## config.mk

```make
export PLATFORM = sky130hd
export DESIGN_NAME = oscillator_unit
export DESIGN_NICKNAME = d
export VERILOG_FILES = /design/src/rtl/oscillator_unit_pkg.sv /design/src/rtl/oscillator_unit_sampling_control.sv /design/src/rtl/oscillator_unit.sv
export SDC_FILE = /design/constraint.sdc
export NUM_CORES = 2
export LEC_CHECK = 0
export ABC_AREA = 1
export CAP_MARGIN = 15
export CORE_ASPECT_RATIO = 0.6
export CORE_UTILIZATION = 60
export CTS_CLUSTER_DIAMETER = 80
export DETAILED_ROUTE_END_ITERATION = 16
export PLACE_DENSITY_LB_ADDON = 0.1
export RECOVER_POWER = 25
export SLEW_MARGIN = 15
export SYNTH_ARGS = -nofsm -noshare
export SYNTH_HDL_FRONTEND = slang
export SYNTH_HIERARCHICAL = 1
export SYNTH_SLANG_ARGS = --single-unit
```

## constraint.sdc

```tcl
create_clock -name Fg_CLK -period 27.3 [get_ports Fg_CLK]
set_input_delay 6.825 -clock Fg_CLK [delete_from_list [all_inputs] [get_ports Fg_CLK]]
set_output_delay 6.825 -clock Fg_CLK [all_outputs]
set_load 0.005 [all_outputs]
```

## src/rtl/oscillator_unit_pkg.sv

```systemverilog
// Shared constants, divider table and state payload for the sample-rate oscillator.
package oscillator_unit_pkg;

  localparam int unsigned MODE_W    = 4;
  localparam int unsigned CNT_W     = 12;
  localparam int unsigned DATA_W    = 32;
  localparam int unsigned PROD_W    = 64;
  localparam int unsigned FRAC_BITS = 30;

  localparam logic signed [DATA_W-1:0] EPS_DEFAULT = 32'sd6_588_397;

  localparam logic [MODE_W-1:0] MODE_OFF  = 4'd0;
  localparam logic [MODE_W-1:0] MODE_48K  = 4'd1;
  localparam logic [MODE_W-1:0] MODE_96K  = 4'd2;
  localparam logic [MODE_W-1:0] MODE_192K = 4'd3;
  localparam logic [MODE_W-1:0] MODE_8K   = 4'd4;

  localparam logic [CNT_W-1:0] DIV_48K  = 12'd500;
  localparam logic [CNT_W-1:0] DIV_96K  = 12'd250;
  localparam logic [CNT_W-1:0] DIV_192K = 12'd125;
  localparam logic [CNT_W-1:0] DIV_8K   = 12'd3000;

  typedef struct packed {
    logic signed [DATA_W-1:0] x;
    logic signed [DATA_W-1:0] y;
  } osc_state_t;

  // Sample divider in Fg_CLK cycles; the OFF/illegal entry is never used for timing.
  function automatic logic [CNT_W-1:0] div_of(input logic [MODE_W-1:0] m);
    case (m)
      MODE_48K:  return DIV_48K;
      MODE_96K:  return DIV_96K;
      MODE_192K: return DIV_192K;
      MODE_8K:   return DIV_8K;
      default:   return DIV_48K;
    endcase
  endfunction

  function automatic logic [MODE_W-1:0] next_mode(input logic [MODE_W-1:0] m);
    case (m)
      MODE_OFF:  return MODE_48K;
      MODE_48K:  return MODE_96K;
      MODE_96K:  return MODE_192K;
      MODE_192K: return MODE_8K;
      default:   return MODE_OFF;
    endcase
  endfunction

endpackage

```

## src/rtl/oscillator_unit_sampling_control.sv

```systemverilog
// Button edge detect, mode sequencing, sample divider and Ready strobe generation.
module sampling_control
  import oscillator_unit_pkg::*;
(
  input  logic              clk,
  input  logic              rst,
  input  logic              btn,
  output logic              ready,
  output logic              enable,
  output logic [MODE_W-1:0] mode
);

  logic              btn_q, btn_d;
  logic              arm_q, arm_d;
  logic              ready_q, ready_d;
  logic              enable_q, enable_d;
  logic [MODE_W-1:0] mode_q, mode_d;
  logic [CNT_W-1:0]  cnt_q, cnt_d;
  logic              press;

  // arm stays low until the button is seen released, so a press held through reset is ignored
  always_comb begin
    btn_d    = btn;
    arm_d    = arm_q | ~btn;
    press    = btn & ~btn_q & arm_q;
    mode_d   = mode_q;
    cnt_d    = cnt_q + CNT_W'(1);
    ready_d  = 1'b0;
    if (press) begin
      mode_d = next_mode(mode_q);
    end
    enable_d = (mode_d != MODE_OFF);
    if (press || !enable_q) begin
      cnt_d = '0;
    end else if (cnt_q == div_of(mode_q) - CNT_W'(1)) begin
      cnt_d   = '0;
      ready_d = 1'b1;
    end
  end

  always_ff @(posedge clk) begin
    if (rst) begin
      btn_q    <= 1'b0;
      arm_q    <= 1'b0;
      ready_q  <= 1'b0;
      enable_q <= 1'b0;
      mode_q   <= MODE_OFF;
      cnt_q    <= '0;
    end else begin
      btn_q    <= btn_d;
      arm_q    <= arm_d;
      ready_q  <= ready_d;
      enable_q <= enable_d;
      mode_q   <= mode_d;
      cnt_q    <= cnt_d;
    end
  end

  assign ready  = ready_q;
  assign enable = enable_q;
  assign mode   = mode_q;

endmodule

```

## src/rtl/oscillator_unit.sv

```systemverilog
// Quadrature rotation oscillator stepped once per Ready strobe at a button-selected rate.
module oscillator_unit
  import oscillator_unit_pkg::*;
#(
  parameter logic signed [DATA_W-1:0] EPS = EPS_DEFAULT
) (
  input  logic                     Fg_CLK,
  input  logic                     RESET,
  input  logic                     IntBTN,
  input  logic signed [DATA_W-1:0] init1,
  input  logic signed [DATA_W-1:0] init2,
  output logic                     Ready,
  output logic                     Enable,
  output logic [MODE_W-1:0]        Mode,
  output logic signed [DATA_W-1:0] out1,
  output logic signed [DATA_W-1:0] out2
);

  osc_state_t               st_q, st_d;
  logic signed [PROD_W-1:0] prod_y, prod_x;
  logic signed [DATA_W-1:0] x_new, y_new;

  sampling_control u_ctrl (
    .clk    (Fg_CLK),
    .rst    (RESET),
    .btn    (IntBTN),
    .ready  (Ready),
    .enable (Enable),
    .mode   (Mode)
  );

  // Y update uses the freshly rotated X so the map stays area-preserving
  always_comb begin
    prod_y = PROD_W'(EPS) * PROD_W'($signed(st_q.y));
    x_new  = $signed(st_q.x) - DATA_W'(prod_y >>> FRAC_BITS);
    prod_x = PROD_W'(EPS) * PROD_W'(x_new);
    y_new  = $signed(st_q.y) + DATA_W'(prod_x >>> FRAC_BITS);
    st_d   = st_q;
    if (!Enable) begin
      st_d = '{x: init1, y: init2};
    end else if (Ready) begin
      st_d = '{x: x_new, y: y_new};
    end
  end

  always_ff @(posedge Fg_CLK) begin
    if (RESET) begin
      st_q <= '{x: init1, y: init2};
    end else begin
      st_q <= st_d;
    end
  end

  assign out1 = st_q.x;
  assign out2 = st_q.y;

endmodule

```

* Word-level counts from Yosys, hierarchy flattened
Cells that the tools add are included.
Widths: inputs -> output; s select.
** Storage, ports and cells
- Register bits :: 84
- Output and inout port bits :: 70
** Cells by class
- Multiply operators :: 2
- Multiplexer cells :: 8
- Equality and inequality tests :: 6
- Reductions and logical operators :: 6
- $add $sub $neg :: 4
- Bitwise logic cells :: 5
** Operator list (count)
- $mux 64 :: 3
- $mul 24x32->56 const A :: 2
- $pmux 12 s3 :: 1
- $add 32x26->32 :: 1
- $sub 32x26->32 :: 1
- $add 12x1->12 const B :: 1
- $eq 12x12->1 :: 1
- $mux 12 :: 1
- $pmux 3 s4 :: 1
- $sub 12x1->12 const B :: 1
- $eq 4x2->1 const B :: 2
- $eq 4x1->1 const B :: 1
- $eq 4x3->1 const B :: 1
- $logic_not 4->1 :: 1
- $mux 4 :: 1
- $reduce_bool 4->1 :: 1
- $ne 3x2->1 const B :: 1
- $reduce_or 3->1 :: 1
- $and 1x1->1 :: 2
- $not 1->1 :: 2
- $reduce_or 2->1 :: 1
- $logic_not 1->1 :: 1
- $logic_or 1x1->1 :: 1
- $mux 1 :: 1
- $or 1x1->1 :: 1

* Longest topological paths before layout
- Depth after elaboration :: 8
- Gate-level depth with buffers :: 84

* Cells and area by module
Netlist, hierarchy kept.
** Modules (own cells, without submodules)
- oscillator_unit :: seq. area each 1921.8 um2, times used 1, cells an instance 4269, area an instance 35476.5 um2
- sampling_control :: seq. area each 400.4 um2, times used 1, cells an instance 151, area an instance 1163.6 um2

* Worst setup path before layout
Ideal clock, no wire load.
- Path kind :: register to register
- From :: reg st_q, in the netlist out2[31]
- To :: reg st_q, in the netlist out2[20], data pin
- Path buffers :: 1
- Slack :: 12.211 ns
- Setup time :: 0.254 ns
- Data arrival time :: 14.835 ns
- Stages on the path, launching flop included :: 66
- Cell sequence :: edfxtp_1 -> inv_1 -> fa_1 -> inv_1 -> fa_1 -> inv_1 -> fa_1 -> inv_1 -> ha_1 -> fa_1 -> inv_1 -> fa_1 -> inv_1 -> fa_1 -> ha_1 -> a21oi_1 -> inv_1 -> a31oi_1 -> [30 not listed] -> inv_1 -> a21oi_1 -> o21ai_0 -> o21bai_1 -> a31oi_1 -> xnor2_1 -> ha_1 -> a21o_1 -> o21bai_1 -> a21oi_1 -> o21ai_0 -> inv_1 -> o21ai_0 -> nand2_1 -> nand2_1 -> or2_2 -> nand3_1 -> nand2_1
** On the way
- Word-level cells in the longest chain between the ends :: 7
** RTL lines
- from (decl) :: line oscillator_unit.sv:19 : osc_state_t st_q, st_d;
- from (signal assigned) :: line oscillator_unit.sv:48 : st_q <= '{x: init1, y: init2};
- from (signal assigned) :: line oscillator_unit.sv:50 : st_q <= st_d;
- $mul 24x32->56 :: line oscillator_unit.sv:34 : prod_y = PROD_W'(EPS) * PROD_W'($signed(st_q.y));
- $sub 32x26->32 :: line oscillator_unit.sv:35 : x_new = $signed(st_q.x) - DATA_W'(prod_y >>> FRAC_BITS);
- $mul 24x32->56 :: line oscillator_unit.sv:36 : prod_x = PROD_W'(EPS) * PROD_W'(x_new);
- $add 32x26->32 :: line oscillator_unit.sv:37 : y_new = $signed(st_q.y) + DATA_W'(prod_x >>> FRAC_BITS);
- $mux 64 :: line oscillator_unit.sv:41 : end else if (Ready) begin
- $mux 64 :: line oscillator_unit.sv:39 : if (!Enable) begin
- $mux 64 :: line oscillator_unit.sv:47 : if (RESET) begin
Every way passes these cells. The select of a mux whose other input is x is not followed.
A chain may end at the register's enable or synchronous reset.

* Worst setup path in the final report
- From :: reg st_q, in the netlist out2[14]
- To :: reg st_q, in the netlist out2[16], data pin
** On the way
- Word-level cells in the longest chain between the ends :: 7
** RTL lines (line)
- $mul 24x32->56 :: oscillator_unit.sv:34
- $sub 32x26->32 :: oscillator_unit.sv:35
- $mul 24x32->56 :: oscillator_unit.sv:36
- $add 32x26->32 * :: oscillator_unit.sv:37
- $mux 64 * :: oscillator_unit.sv:41
- $mux 64 * :: oscillator_unit.sv:39
- $mux 64 * :: oscillator_unit.sv:47
Every way passes the cells marked *; elsewhere a longest branch is shown, timed or not. The select of a mux whose other input is x is not followed.

==> impl_metrics.py <==
metrics = {
    "critical_path": {
        "worstSetupStartpointType": "flip-flop",
        "cp_max_fo": 10,
        "r2r_start": "out2[14]",
        "cp-end-kind": "flip-flop",
        "crit_type": "reg -> reg",
        "reg2reg_slack_ns": 10.05,
        "r2r_cells": 68,
        "critPathArrivalTime_ns": 17.41,
        "cp_common_cell": "inv_1",
        "slowest_delay_ns": 0.90,
        "cp.required_ns": 27.46,
        "slowest_stage": "xor2_1",
        "r2r-end": "out2[16]",
    },
    "detailed_routing": {
        "top_layer": "met5",
        "wl_per_cell_microns": 21.8,
        "dr.first_iter.drc_count": 3305,
        "met2_length_microns": 40400,
        "via_count": 29479,
        "met1Wirelength_microns": 56300,
        "wl_met3_microns": 19800,
        "firstDrtPassIters": 6,
        "wl_microns": 118000,
        "routed_via_density": 5.46,
        "antenna_left": 0,
        "post-route-drc-count": 0,
    },
    "synth": {
        "synth_nets": 5706,
        "synth_area_leaders": "fa_1, ha_1, inv_1",
        "synth_ff_type": "edfxtp_1",
        "yosysMostFrequentCell": "inv_1",
        "synth_edf_count": 64,
        "yosys.area.top_type": "fa_1",
        "netlist_area_sq_um": 36600,
        "yosys_warnings": 6,
        "ys_top_cells_by_count": "inv_1, fa_1, ha_1, nand2_1, nor2_1",
        "seq_area_frac_synth": 0.0634,
        "yosys.area.top_type_share": 0.349,
        "synth_cells": 4420,
        "syn_avg_cell_area_sq_um": 8.29,
        "async_flop_share": 0,
        "yosys_register_bits": 84,
        "synth.distinct_cells": 58,
    },
    "sta": {
        "period_needed_ns": 17.25,
        "fin_tns_setup_ns": 0,
        "min_period_over_period": 0.632,
        "max_freq_mhz": 58.0,
        "final-max-slew-violation-count": 0,
        "rsz0062_at_grt": "no",
        "hold_ws_ns": 0.466,
        "finClkSkew_ns": 0.0202,
        "setup_viol": 0,
        "relSlewSlack": 0.241,
        "worst_pin_slew_ns": 1.13,
        "hold_violations": 0,
    },
    "clock_tree": {
        "clk_pin_slew_ns": 0.08,
        "cts_buffer_depth": 2,
        "cts_tree": "built",
        "cts_resized": 0,
        "clockRootBuffer": "clkbuf_16",
        "cts_buffers": 9,
        "cts_setup_buffers": 0,
        "htreeDepth": 3,
        "clkSinkCount": 84,
        "insertion_delay_ns": 0.41,
        "cts_hold_buf": 0,
    },
    "grt": {
        "globalRoute.totalOverflow": 0,
        "grt_antenna_before_repair": 1,
        "grt_pass1_wl_microns": 178000,
        "grt_max_degree": 51,
        "grt_pass1_vias": 28776,
        "grtUsageTotal": 0.390,
    },
    "cells_and_area": {
        "drive_gt1_frac": 0.0282,
        "syn2layout_area_growth_pct": 7.51,
        "stdcell_count": 5395,
        "nets": 5859,
    },
    "job": {
        "drv_cap": 0,
    },
    "placed_design": {
        "dp_cells": 5378,
        "dp_hpwl_microns": 105000,
        "numPortBuffers": 136,
        "place.gp.congestion": 1.06,
    },
    "floorplan": {
        "die-width_microns": 321,
        "core_sq_um": 59700,
        "initial_utilization": 0.613,
        "die_h_microns": 193,
        "row_count": 69,
        "die_area_sq_um": 62100,
        "io_pins": 137,
    },
    "run_status": {
        "status": "completed",
    },
    "worst_hold_path": {
        "hold_end": "u_ctrl/arm_q",
        "hold_start": "u_ctrl/arm_q",
        "hp-class": "reg -> reg",
        "whs_path_depth": 2,
    },
}
cell type report:
type / count / area (sq um)
Antenna cell: 1 / 2.50
Tap cell: 816 / 1020
Clock buffer: 9 / 225
Multi-Input combinational cell: 2931 / 29000
Inverter: 1388 / 5210
Sequential cell: 84 / 2320
Clock inverter: 7 / 68.8
Timing Repair Buffer: 159 / 1530
Fill cell: 5266 / 20400
metrics by stage:
stage / area [sq um] / worst slack [ns] / util
3_5_place_dp: 39100 / 10.57 / 0.655
2_1_floorplan: 36600 / 12.21 / -
5_1_grt: 39400 / 9.50 / 0.659
3_3_place_gp: 39100 / 10.77 / 0.655
6_report: 39400 / 10.05 / 0.659
4_1_cts: 39400 / 10.54 / 0.660
worst max-delay path, delay by kind of cell, from the launching register on:
| family | cells | cell delay (ns) |
|---|---|---|
| buffers and inverters | 20 | 1.78 |
| AO/OA/AOI/OAI | 11 | 2.64 |
| flip-flops | 1 | 0.82 |
| adder cells (fa/ha/maj) | 20 | 8.53 |
| XOR/XNOR | 4 | 1.54 |
| AND/OR/NAND/NOR | 13 | 1.67 |
state kept, by name (all words and copies together), names as in the netlist:
register / cells
out1: 32
out2: 32
u_ctrl/ready: 1
u_ctrl/cnt_q: 12
u_ctrl/btn_q: 1
u_ctrl/enable: 1
u_ctrl/mode: 4
u_ctrl/arm_q: 1
cell usage in the layout, fill, tap and decap left out, drive strengths merged, types with 3 or more instances in the layout:
cell / n
o211ai: 4
dfxtp: 20
a21boi: 3
or2: 13
clkdlybuf4s50: 100
a31o: 6
a21oi: 193
ha: 580
edfxtp: 64
nor4: 6
a211oi: 6
nor2: 258
o31ai: 3
inv: 1390
nor3: 42
o21bai: 23
clkbuf: 11
nand3: 121
mux2i: 14
dlygate4sd3: 36
nand4: 24
nand3b: 4
a21o: 66
a31oi: 31
clkinv: 3
xnor2: 57
a221oi: 3
nand2: 563
buf: 21
xor2: 100
o21a: 12
o21ai: 149
fa: 639
metal layers:
metal,track usage,vias to the layer above
met5,0.0176,-
met2,0.457,1650
met3,0.207,86
met1,0.627,14052
li1,-,13687
met4,0.0332,4
worst max-delay path by stage:
| stage | startpoint | endpoint | slack [ns] | cells past startpoint |
|---|---|---|---|---|
| 2_1_floorplan | out2[31] | out2[20] | 12.21 | 65 |
| 5_1_grt | out2[5] | out2[16] | 9.50 | 68 |
| 3_5_place_dp | out2[13] | out2[16] | 10.57 | 68 |
| 4_1_cts | out2[14] | out2[16] | 10.54 | 68 |
| 6_report | out2[14] | out2[16] | 10.05 | 68 |
| 3_3_place_gp | out2[13] | out2[14] | 10.77 | 68 |
kinds of logic (layout without fill, tap and decap cells):
| logic type | after synthesis | in the layout | share of synthesized area |
|---|---|---|---|
| other | 1 | 2 | 0.000102 |
| xor gates and xnor gates | 157 | 157 | 0.0383 |
| buffers and inverters | 1405 | 1563 | 0.145 |
| AOI/OAI and AO/OA | 506 | 506 | 0.0805 |
| and+or+nand+nor | 1034 | 1034 | 0.121 |
| adders and majority gates | 1219 | 1219 | 0.547 |
| DFF | 84 | 84 | 0.0634 |
| muxes | 14 | 14 | 0.00485 |
Power is not shown: default switching activity piles up to over one toggle a cycle in this logic, so the estimate is an artifact.
